==> src/rtl/hazard_scoreboard_unit_pkg.sv <==
// hazard_scoreboard_unit_pkg
//   Shared constants and types for the hazard/scoreboard controller.
//   - FWD_* : EXE operand forwarding select encodings.
//   - *_DEF : default register-address width and MDU latency.
//   - mdu_state_t : MDU tracker state encoding.
package hazard_scoreboard_unit_pkg;

    localparam logic [1:0] FWD_RF  = 2'd0;
    localparam logic [1:0] FWD_MEM = 2'd1;
    localparam logic [1:0] FWD_WB  = 2'd2;

    localparam int REG_AW_DEF  = 5;
    localparam int MDU_LAT_DEF = 4;

    typedef enum logic {
        MDU_IDLE = 1'b0,
        MDU_BUSY = 1'b1
    } mdu_state_t;

endpackage

==> src/rtl/hazard_scoreboard_unit_mdu_scoreboard.sv <==
// hazard_scoreboard_unit_mdu_scoreboard
//   Register scoreboard plus latency tracker for one outstanding MDU op.
//
//   state    | meaning
//   ---------+---------------------------------------------------------
//   MDU_IDLE | no MDU op in flight; scoreboard empty
//   MDU_BUSY | op in flight; counter runs down, writeback when it is 0
//
//   Ports:
//     clk, rst_n        clock, async active-low reset
//     i_mdu_issue       accept a new MDU op this cycle (never while busy)
//     i_rd              destination of the issuing op
//     i_q_rs/rt/rd      scoreboard query addresses (ID stage)
//     o_rs/rt/rd_pend   queried register has a pending MDU write
//     o_busy            op outstanding (includes the writeback cycle)
//     o_wb_valid        MDU result written this cycle
//     o_wb_rd           captured destination register
module hazard_scoreboard_unit_mdu_scoreboard
    import hazard_scoreboard_unit_pkg::*;
#(
    parameter int REG_AW  = REG_AW_DEF,
    parameter int MDU_LAT = MDU_LAT_DEF
) (
    input  logic              clk,
    input  logic              rst_n,
    input  logic              i_mdu_issue,
    input  logic [REG_AW-1:0] i_rd,
    input  logic [REG_AW-1:0] i_q_rs,
    input  logic [REG_AW-1:0] i_q_rt,
    input  logic [REG_AW-1:0] i_q_rd,
    output logic              o_rs_pend,
    output logic              o_rt_pend,
    output logic              o_rd_pend,
    output logic              o_busy,
    output logic              o_wb_valid,
    output logic [REG_AW-1:0] o_wb_rd
);

    localparam int NREG  = 1 << REG_AW;
    localparam int CNT_W = $clog2(MDU_LAT);
    localparam logic [CNT_W-1:0] CNT_INIT = CNT_W'(MDU_LAT - 1);

    mdu_state_t        r_state;
    mdu_state_t        w_state_nxt;
    logic [NREG-1:0]   r_sb;
    logic [CNT_W-1:0]  r_cnt;
    logic [REG_AW-1:0] r_rd;
    logic              w_wb_valid;

    assign w_wb_valid = (r_state == MDU_BUSY) && (r_cnt == '0);

    always_ff @(posedge clk or negedge rst_n) begin
        if (!rst_n) begin
            r_state <= MDU_IDLE;
        end else begin
            r_state <= w_state_nxt;
        end
    end

    always_comb begin
        w_state_nxt = r_state;
        case (r_state)
            MDU_IDLE: if (i_mdu_issue) w_state_nxt = MDU_BUSY;
            MDU_BUSY: if (r_cnt == '0) w_state_nxt = MDU_IDLE;
            default:  w_state_nxt = MDU_IDLE;
        endcase
    end

    // Issue and writeback never share a cycle: the top stalls any MDU op
    // while busy, which includes the writeback cycle.
    always_ff @(posedge clk or negedge rst_n) begin
        if (!rst_n) begin
            r_sb  <= '0;
            r_cnt <= '0;
            r_rd  <= '0;
        end else if (i_mdu_issue) begin
            r_cnt <= CNT_INIT;
            r_rd  <= i_rd;
            if (i_rd != '0) r_sb[i_rd] <= 1'b1;
        end else if (r_state == MDU_BUSY) begin
            if (w_wb_valid) begin
                r_sb[r_rd] <= 1'b0;
            end else begin
                r_cnt <= r_cnt - CNT_W'(1);
            end
        end
    end

    // Bit 0 is never set, so register 0 can never report pending.
    assign o_rs_pend  = r_sb[i_q_rs];
    assign o_rt_pend  = r_sb[i_q_rt];
    assign o_rd_pend  = r_sb[i_q_rd];
    assign o_busy     = (r_state == MDU_BUSY);
    assign o_wb_valid = w_wb_valid;
    assign o_wb_rd    = r_rd;

endmodule

==> src/rtl/hazard_scoreboard_unit.sv <==
// hazard_scoreboard_unit
//   Hazard controller for the 5-stage pipeline: stall/flush control,
//   EXE forwarding selects and the MDU register scoreboard.
//
//   Optional feature macro: HAZARD_PERF_CNT_EN adds saturating
//   performance counters (perf_stall_cnt, perf_flush_cnt,
//   perf_mdu_stall_cnt) and the PERF_CW parameter.
//
//   Ports:
//     clk, rst_n                       clock, async active-low reset
//     br_taken_exe                     taken branch/jump resolved in EXE
//     rs_id/rt_id, rs_used_id/rt_used_id  ID sources and use flags
//     rd_id, reg_w_en_id, mdu_op_id    ID destination, write enable, MDU op
//     dm_r_en_exe, rd_exe              EXE load flag and destination
//     rs_exe, rt_exe                   EXE sources for forwarding
//     reg_w_en_mem/rd_mem, reg_w_en_wb/rd_wb  later-stage writers
//     flush*/bubble*                   per-stage controls
//     fwd_a_sel, fwd_b_sel             0 regfile, 1 MEM, 2 WB
//     mdu_busy, mdu_wb_valid, mdu_wb_rd  MDU status / writeback port
module hazard_scoreboard_unit
    import hazard_scoreboard_unit_pkg::*;
#(
    parameter int REG_AW  = REG_AW_DEF,
    parameter int MDU_LAT = MDU_LAT_DEF
`ifdef HAZARD_PERF_CNT_EN
    ,
    parameter int PERF_CW = 32
`endif
) (
    input  logic              clk,
    input  logic              rst_n,
    input  logic              br_taken_exe,
    input  logic [REG_AW-1:0] rs_id,
    input  logic [REG_AW-1:0] rt_id,
    input  logic              rs_used_id,
    input  logic              rt_used_id,
    input  logic [REG_AW-1:0] rd_id,
    input  logic              reg_w_en_id,
    input  logic              mdu_op_id,
    input  logic              dm_r_en_exe,
    input  logic [REG_AW-1:0] rd_exe,
    input  logic [REG_AW-1:0] rs_exe,
    input  logic [REG_AW-1:0] rt_exe,
    input  logic              reg_w_en_mem,
    input  logic [REG_AW-1:0] rd_mem,
    input  logic              reg_w_en_wb,
    input  logic [REG_AW-1:0] rd_wb,
    output logic              flushF,
    output logic              bubbleF,
    output logic              flushD,
    output logic              bubbleD,
    output logic              flushE,
    output logic              bubbleE,
    output logic              flushM,
    output logic              bubbleM,
    output logic              flushW,
    output logic              bubbleW,
    output logic [1:0]        fwd_a_sel,
    output logic [1:0]        fwd_b_sel,
    output logic              mdu_busy,
    output logic              mdu_wb_valid,
    output logic [REG_AW-1:0] mdu_wb_rd
`ifdef HAZARD_PERF_CNT_EN
    ,
    output logic [PERF_CW-1:0] perf_stall_cnt,
    output logic [PERF_CW-1:0] perf_flush_cnt,
    output logic [PERF_CW-1:0] perf_mdu_stall_cnt
`endif
);

    logic w_rs_pend, w_rt_pend, w_rd_pend;
    logic w_load_use, w_sb_raw, w_sb_waw, w_mdu_struct, w_stall;
    logic w_mdu_issue;

    assign w_load_use = dm_r_en_exe && (rd_exe != '0) &&
                        ((rs_used_id && (rs_id == rd_exe)) ||
                         (rt_used_id && (rt_id == rd_exe)));
    assign w_sb_raw     = (rs_used_id && w_rs_pend) || (rt_used_id && w_rt_pend);
    assign w_sb_waw     = (reg_w_en_id || mdu_op_id) && (rd_id != '0) && w_rd_pend;
    assign w_mdu_struct = mdu_op_id && mdu_busy;
    assign w_stall      = w_load_use || w_sb_raw || w_sb_waw || w_mdu_struct;

    // A flushed ID instruction must not start an MDU op; one already in
    // flight is older than the branch and keeps running.
    assign w_mdu_issue = mdu_op_id && !w_stall && !br_taken_exe;

    hazard_scoreboard_unit_mdu_scoreboard #(
        .REG_AW  (REG_AW),
        .MDU_LAT (MDU_LAT)
    ) u_mdu_sb (
        .clk         (clk),
        .rst_n       (rst_n),
        .i_mdu_issue (w_mdu_issue),
        .i_rd        (rd_id),
        .i_q_rs      (rs_id),
        .i_q_rt      (rt_id),
        .i_q_rd      (rd_id),
        .o_rs_pend   (w_rs_pend),
        .o_rt_pend   (w_rt_pend),
        .o_rd_pend   (w_rd_pend),
        .o_busy      (mdu_busy),
        .o_wb_valid  (mdu_wb_valid),
        .o_wb_rd     (mdu_wb_rd)
    );

    always_comb begin
        flushF  = 1'b0;
        bubbleF = 1'b0;
        flushD  = 1'b0;
        bubbleD = 1'b0;
        flushE  = 1'b0;
        bubbleE = 1'b0;
        flushM  = 1'b0;
        bubbleM = 1'b0;
        flushW  = 1'b0;
        bubbleW = 1'b0;
        if (br_taken_exe) begin
            flushD = 1'b1;
            flushE = 1'b1;
        end else if (w_stall) begin
            bubbleF = 1'b1;
            bubbleD = 1'b1;
            flushE  = 1'b1;
        end
    end

    // MEM holds the younger result, so it wins over WB.
    always_comb begin
        fwd_a_sel = FWD_RF;
        if (reg_w_en_mem && (rd_mem != '0) && (rd_mem == rs_exe)) begin
            fwd_a_sel = FWD_MEM;
        end else if (reg_w_en_wb && (rd_wb != '0) && (rd_wb == rs_exe)) begin
            fwd_a_sel = FWD_WB;
        end
    end

    always_comb begin
        fwd_b_sel = FWD_RF;
        if (reg_w_en_mem && (rd_mem != '0) && (rd_mem == rt_exe)) begin
            fwd_b_sel = FWD_MEM;
        end else if (reg_w_en_wb && (rd_wb != '0) && (rd_wb == rt_exe)) begin
            fwd_b_sel = FWD_WB;
        end
    end

`ifdef HAZARD_PERF_CNT_EN
    logic r_dummy_unused;
    logic [PERF_CW-1:0] r_perf_stall, r_perf_flush, r_perf_mdu;
    logic w_mdu_stall;

    assign w_mdu_stall = w_sb_raw || w_sb_waw || w_mdu_struct;

    always_ff @(posedge clk or negedge rst_n) begin
        if (!rst_n) begin
            r_perf_stall <= '0;
            r_perf_flush <= '0;
            r_perf_mdu   <= '0;
        end else begin
            if (w_stall && !br_taken_exe && (r_perf_stall != '1))
                r_perf_stall <= r_perf_stall + PERF_CW'(1);
            if (br_taken_exe && (r_perf_flush != '1))
                r_perf_flush <= r_perf_flush + PERF_CW'(1);
            if (w_mdu_stall && !br_taken_exe && (r_perf_mdu != '1))
                r_perf_mdu <= r_perf_mdu + PERF_CW'(1);
        end
    end

    assign perf_stall_cnt     = r_perf_stall;
    assign perf_flush_cnt     = r_perf_flush;
    assign perf_mdu_stall_cnt = r_perf_mdu;
`endif

endmodule

==> config.mk <==
export PLATFORM = sky130hd
export DESIGN_NAME = hazard_scoreboard_unit
export DESIGN_NICKNAME = d
export VERILOG_FILES = /design/src/rtl/hazard_scoreboard_unit_pkg.sv /design/src/rtl/hazard_scoreboard_unit_mdu_scoreboard.sv /design/src/rtl/hazard_scoreboard_unit.sv
export SDC_FILE = /design/constraint.sdc
export NUM_CORES = 1
export LEC_CHECK = 0
export CAP_MARGIN = 20
export CORE_ASPECT_RATIO = 0.6
export CORE_UTILIZATION = 30
export CTS_BUF_LIST = sky130_fd_sc_hd__clkbuf_8
export DETAILED_ROUTE_END_ITERATION = 10
export DONT_BUFFER_PORTS = 1
export PLACE_DENSITY_LB_ADDON = 0.05
export SLEW_MARGIN = 20
export SYNTH_ARGS = -nofsm -noshare
export SYNTH_HDL_FRONTEND = slang
export SYNTH_SLANG_ARGS = --single-unit
==> constraint.sdc <==
create_clock -name clk -period 3.8 [get_ports clk]
set_input_delay 0 -clock clk [delete_from_list [all_inputs] [get_ports clk]]
set_output_delay 0 -clock clk [all_outputs]
set_load 0.05 [all_outputs]
# After elaboration in Yosys (flattened, before gate mapping)

Cells that the tools add are included.

Register bits: 40
Bits of input ports: 50
Output and inout port bits: 21

$add $sub $neg: 1
Magnitude comparators: 6
Equality and inequality tests: 8
Mux-type cells: 28
Bitwise operators: 4
Reduce and logical (&&, ||, !) cells: 37

Operators with widths:

| kind                                                                                 | count |
|---|---|
| 32-bit 2-to-1 mux                                                                    | 4 |
| 32-bit AND                                                                           | 1 |
| 32-bit inverter                                                                      | 1 |
| 32-bit bitwise OR                                                                    | 1 |
| 5-bit == test                                                                        | 6 |
| 5-bit by 6-bit < comparator with 1-bit output (second input constant)                | 4 |
| 1-bit logical AND                                                                    | 20 |
| 5-bit nonzero test                                                                   | 4 |
| 1-bit binary-select mux with 5-bit select                                            | 3 |
| 2-bit 2-to-1 mux                                                                     | 7 |
| 1-bit 2-to-1 mux                                                                     | 11 |
| 1-bit demux with 5-bit select                                                        | 2 |
| 5-bit by 1-bit greater-or-equal comparator with 1-bit output (second input constant) | 2 |
| 1-bit logical OR                                                                     | 6 |
| 2-bit nonzero test                                                                   | 2 |
| 3-bit AND reduction                                                                  | 1 |
| 1-bit logical NOT                                                                    | 2 |
| 2-bit logical NOT                                                                    | 1 |
| 2-bit by 1-bit inequality test with 1-bit output (second input constant)             | 1 |
| 2-bit inequality test (second input constant)                                        | 1 |
| 1-bit case mux with 2 select lines                                                   | 1 |
| 2-bit AND reduction                                                                  | 1 |
| 2-bit by 1-bit subtractor with 2-bit output (second input constant)                  | 1 |
| 1-bit inverter                                                                       | 1 |

# Depth between registers and ports, before layout

Depth in word-level cells: 12
Gate-level depth with buffers: 11

# Cells and area by module

A second synthesis with hierarchy kept.

Cell total of the unflattened synthesis: 360
Area total of the unflattened synthesis: 3216.8 um^2

By module, submodules not included:

| module                                | times used | cells an instance | area each (um^2) | seq. area each (um^2) |
|---|---|---|---|---|
| hazard_scoreboard_unit_mdu_scoreboard | 1          | 294               | 2687.6           | 1001.0 |
| hazard_scoreboard_unit                | 1          | 66                | 529.3            | 0.0 |

# Least setup slack after synthesis

No wires, ideal clock.

Kind: in2out
Start: input port rd_mem[1]
End: output port fwd_a_sel[1]
Arrival time: 2.577 ns
Data required time: 3.800 ns
Slack: 1.223 ns
Stages: 4
Path buffers: 0
Cell sequence: or4_1 > o21ai_0 > nor4_1 > nor4_1

Word-level cells in the longest chain between the ends: 4

RTL lines:

| what                | RTL line                      | text |
|---|---|---|
| from (decl)         | hazard_scoreboard_unit.sv:45  | `input logic [REG_AW-1:0] rd_mem,` |
| 5-bit nonzero test  | hazard_scoreboard_unit.sv:130 | `if (reg_w_en_mem && (rd_mem != '0) && (rd_mem == rs_exe)) begin` |
| 1-bit logical AND   | hazard_scoreboard_unit.sv:130 |  |
| 1-bit logical AND * | hazard_scoreboard_unit.sv:130 |  |
| 2-bit 2-to-1 mux *  | hazard_scoreboard_unit.sv:130 |  |
| to (decl)           | hazard_scoreboard_unit.sv:58  | `output logic [1:0] fwd_a_sel,` |

Mark *: on every way between the ends. The rest lies on a longest branch, timed or not.

# Worst setup path after layout

Start: register u_mdu_sb.r_state (netlist: u_mdu_sb.o_busy)
End: register u_mdu_sb.r_sb[1]

RTL lines:

| what                            | RTL line                                    | text |
|---|---|---|
| from (decl)                     | hazard_scoreboard_unit_mdu_scoreboard.sv:43 | `mdu_state_t r_state;` |
| from (signal assigned)          | hazard_scoreboard_unit_mdu_scoreboard.sv:56 | `r_state <= w_state_nxt;` |
| 1-bit logical AND               | hazard_scoreboard_unit_mdu_scoreboard.sv:50 | `assign w_wb_valid = (r_state == MDU_BUSY) && (r_cnt == '0);` |
| net mdu_wb_valid                | hazard_scoreboard_unit.sv:61                | `output logic mdu_wb_valid,` |
| 2-bit nonzero test (no line)    | --                                          |  |
| 3-bit AND reduction (no line)   | --                                          |  |
| to (signal assigned)            | hazard_scoreboard_unit_mdu_scoreboard.sv:73 | `r_sb <= '0;` |
| to (signal, indexed assignment) | hazard_scoreboard_unit_mdu_scoreboard.sv:79 | `if (i_rd != '0) r_sb[i_rd] <= 1'b1;` |
| to (signal, indexed assignment) | hazard_scoreboard_unit_mdu_scoreboard.sv:82 | `r_sb[r_rd] <= 1'b0;` |
| to (decl)                       | hazard_scoreboard_unit_mdu_scoreboard.sv:45 | `logic [NREG-1:0] r_sb;` |

The timed path passes the listed nets, and every way through them passes these cells.
A chain may end at the register's enable or synchronous reset.

==> flow_summary.ini <==
[outcome]
status = finished with violations
violations = DRC

[synth]
ys_seq_area_share_pct = 30.0
synth-adder-area-share_pct = 0.375
netlist.area_leader.share_pct = 30.0
synth_commonest_cells = 40 x dfrtp_1, 32 x o21ai_0, 30 x nand2_1
ys_top_cells_by_area = dfrtp_1 30%, mux4_2 10%, xor2_1 5.8%, mux2i_1 5.1%, o21ai_0 4.8%
syn_inst = 343
synth_area_um2 = 3340
synthMuxAreaShare_pct = 19.2
synth_top_area_cell = dfrtp_1
synth_area_per_cell_um2 = 9.73
synth_compound_area_share_pct = 18.5
synth-seq-cells = 40
synth_xor_xnor_area_share_pct = 7.87
ys.flop_type = dfrtp_1
yosys.area_share.simple_pct = 17.4
synth_edf_count = 0
synth_warnings = 0
synthDistinctLibCells = 54
ys_async_sr_fraction_pct = 100
synth.most_common_cell = dfrtp_1
synth_top_family_by_area = multiplexers

[route]
drtIter0Drc = 210
routedWlPerCell_um = 24.7
ant_nets = 0
first_pass_iters = 7
dr_total_vias = 2792
finalWirelength_um = 11900
remaining_drc_errors = 8
via_per_inst = 5.82

[worst_setup_path]
r2r_slack_ps = 1000
slowest_stage = dfrtp_1
crit_arrival_ps = 2960
cp-endpoint = u_mdu_sb.r_sb[1]$_DFFE_PN0P_
cp_max_fo = 9
r2r_cells = 6
required_ps = 3960
crit_top_cell = nand3b_1
cp-startpoint = u_mdu_sb.o_busy$_DFF_PN0_
endpoint_kind = flop
start_kind = flop
worstPathCellList = nand2_1 > inv_1 > nand3b_1 > nand2b_1 > nand3b_1 > o21ai_0
reg2reg_from = u_mdu_sb.o_busy$_DFF_PN0_
rr_endpoint = u_mdu_sb.r_sb[1]$_DFFE_PN0P_
crit_type = reg -> reg
slowest_delay_ps = 730

[power]
vdd_drop_max_mv = 0.246
p_per_area_nw_per_um2 = 463
p_int_w = 0.000911
power_frac_seq_pct = 49.0
switching_share_pct = 45.2
switching_power_w = 0.000751
p_comb_share_pct = 33.0
p_total_w = 0.00166
p_leak_nw = 1.25
clkPwrFrac_pct = 17.9

[placed_design]
portBuffers = 0
routabilityCongestion = 0.767
dp_hpwl_um = 8550

[timing]
rsz0062_at_grt = no
finClkSkew_ps = 9.15
slew_headroom_pct = 47.1
setup_tns_ps = 0
fmax_mhz = 357
final-hold-violation-count = 0
finalSetupViolations = 0
tightestPinTransition_ps = 794
period_needed_ps = 2800
period_share_pct = 73.7
report.final.slew_viol_count = 0

[die]
core_area_um2 = 10700
row_count = 29
die_w_um = 138
dieArea_um2 = 11600
initial_utilization_pct = 31.2
die_y_um = 83.7
io_pins = 71

[finish]
diodes = 0
postLayoutCoreUtil_pct = 33.6
fillers = 1096
syn2layout_area_growth_pct = 7.65
seq_area_um2 = 1000
layout.nets = 391
drive_gt1_share_pct = 17.9
multiInputGateArea_um2 = 2170

[global_routing]
grt_overflow = 0
grtUsageTotal_pct = 21.4
grt_pass1_vias = 2721
antenna_found_initial = 0
grt_max_degree = 41
grt_pass1_wl_um = 18300

[cts]
cts.clk_slew.worst_paths_ps = 90
root_buffer = clkbuf_8
cts_resized = 0
postCtsSetupBuffers = 0
cts_tree = done
cts.htree.levels = 2
cts_num_sinks = 40
clock_path_buffers = 2
insertion_delay_ps = 310
cts_buffers = 5

[job]
maxCapViolCount = 0

[worst_hold_path]
hold_class = in -> out
critical path: cells and delay by family (launching register included):
kind | cells | cell delay (ps)
DFF | 1 | 730
AOI/OAI and AO/OA | 1 | 70
buffers and inverters | 1 | 630
and+or+nand+nor | 4 | 1220
logic make-up after synthesis:
kind of cell	Yosys count
other	1
AOI/OAI and AO/OA	86
xor gates and xnor gates	30
and+or+nand+nor	107
DFF	40
buffers and inverters	36
muxes	42
adders and majority gates	1
layout by cell type (no fill, tap or decap), types with 8 or more instances in the layout:
cell     instances
xor2_1          22
nand2_1         30
o21ai_0         32
o31ai_1         19
mux2i_1         17
nor2_1          13
dfrtp_1         40
mux4_2          15
inv_1            9
xnor2_1          8
nand3_1         12
state kept, by name, summed over array words and instances, names as in the netlist:
name	count
u_mdu_sb.r_sb	32
u_mdu_sb.o_wb_rd	5
u_mdu_sb.o_busy	1
u_mdu_sb.r_cnt	2
through the flow:
step	instance area (um^2)	hold WS [ps]	setup slack, ps	instances
6_report	3590	0.128	1000	480
5_1_grt	3590	0.308	881	480
4_1_cts	3590	0.389	1030	480
3_5_place_dp	3420	-294	1050	465
3_3_place_gp	3420	-294	1030	465
2_1_floorplan	3360	-296	1220	348
cell type report:
type	count	share of cell area [%]
Inverter	7	0.731
Sequential cell	40	27.9
Timing Repair Buffer	14	3.90
Tap cell	139	4.84
Multi-Input combinational cell	272	60.3
Clock buffer	5	1.92
Clock inverter	3	0.453
how the worst min path moves through the flow:
stage / start / end / slack [ps] / cells after the start
after CTS: br_taken_exe / flushD / 0.4 / 0
after detailed placement: rst_n / u_mdu_sb.r_sb[8]$_DFFE_PN0P_ / -290 / 0
final: br_taken_exe / flushD / 0.1 / 0
after global routing: br_taken_exe / flushD / 0.3 / 0
after floorplan: rst_n / u_mdu_sb.o_busy$_DFF_PN0_ / -300 / 0
after global placement: rst_n / u_mdu_sb.r_sb[22]$_DFFE_PN0P_ / -290 / 0
power groups by stage:
stage | clock network, W | registers [W] | logic, W
floorplan | 0 | 0.000726 | 0.000480
global placement | 0 | 0.000822 | 0.000518
detailed placement | 0 | 0.000825 | 0.000521
CTS | 0.000309 | 0.000815 | 0.000548
global route | 0.000331 | 0.000839 | 0.000600
finish | 0.000298 | 0.000815 | 0.000549
routing by layer:
layer,share of wire [%],GRT usage [%]
met1,55,35.0
met2,37,27.1
met3,6.7,5.57
met4,0.45,3.17
met5,0,0
timing repair:
action / 4_1_cts / 5_1_grt
hold endpoints to repair: 64 / 0
hold buffers: 7 / 0
setup endpoints to repair: 0 / 0
Power figures use the tool's default switching activity.
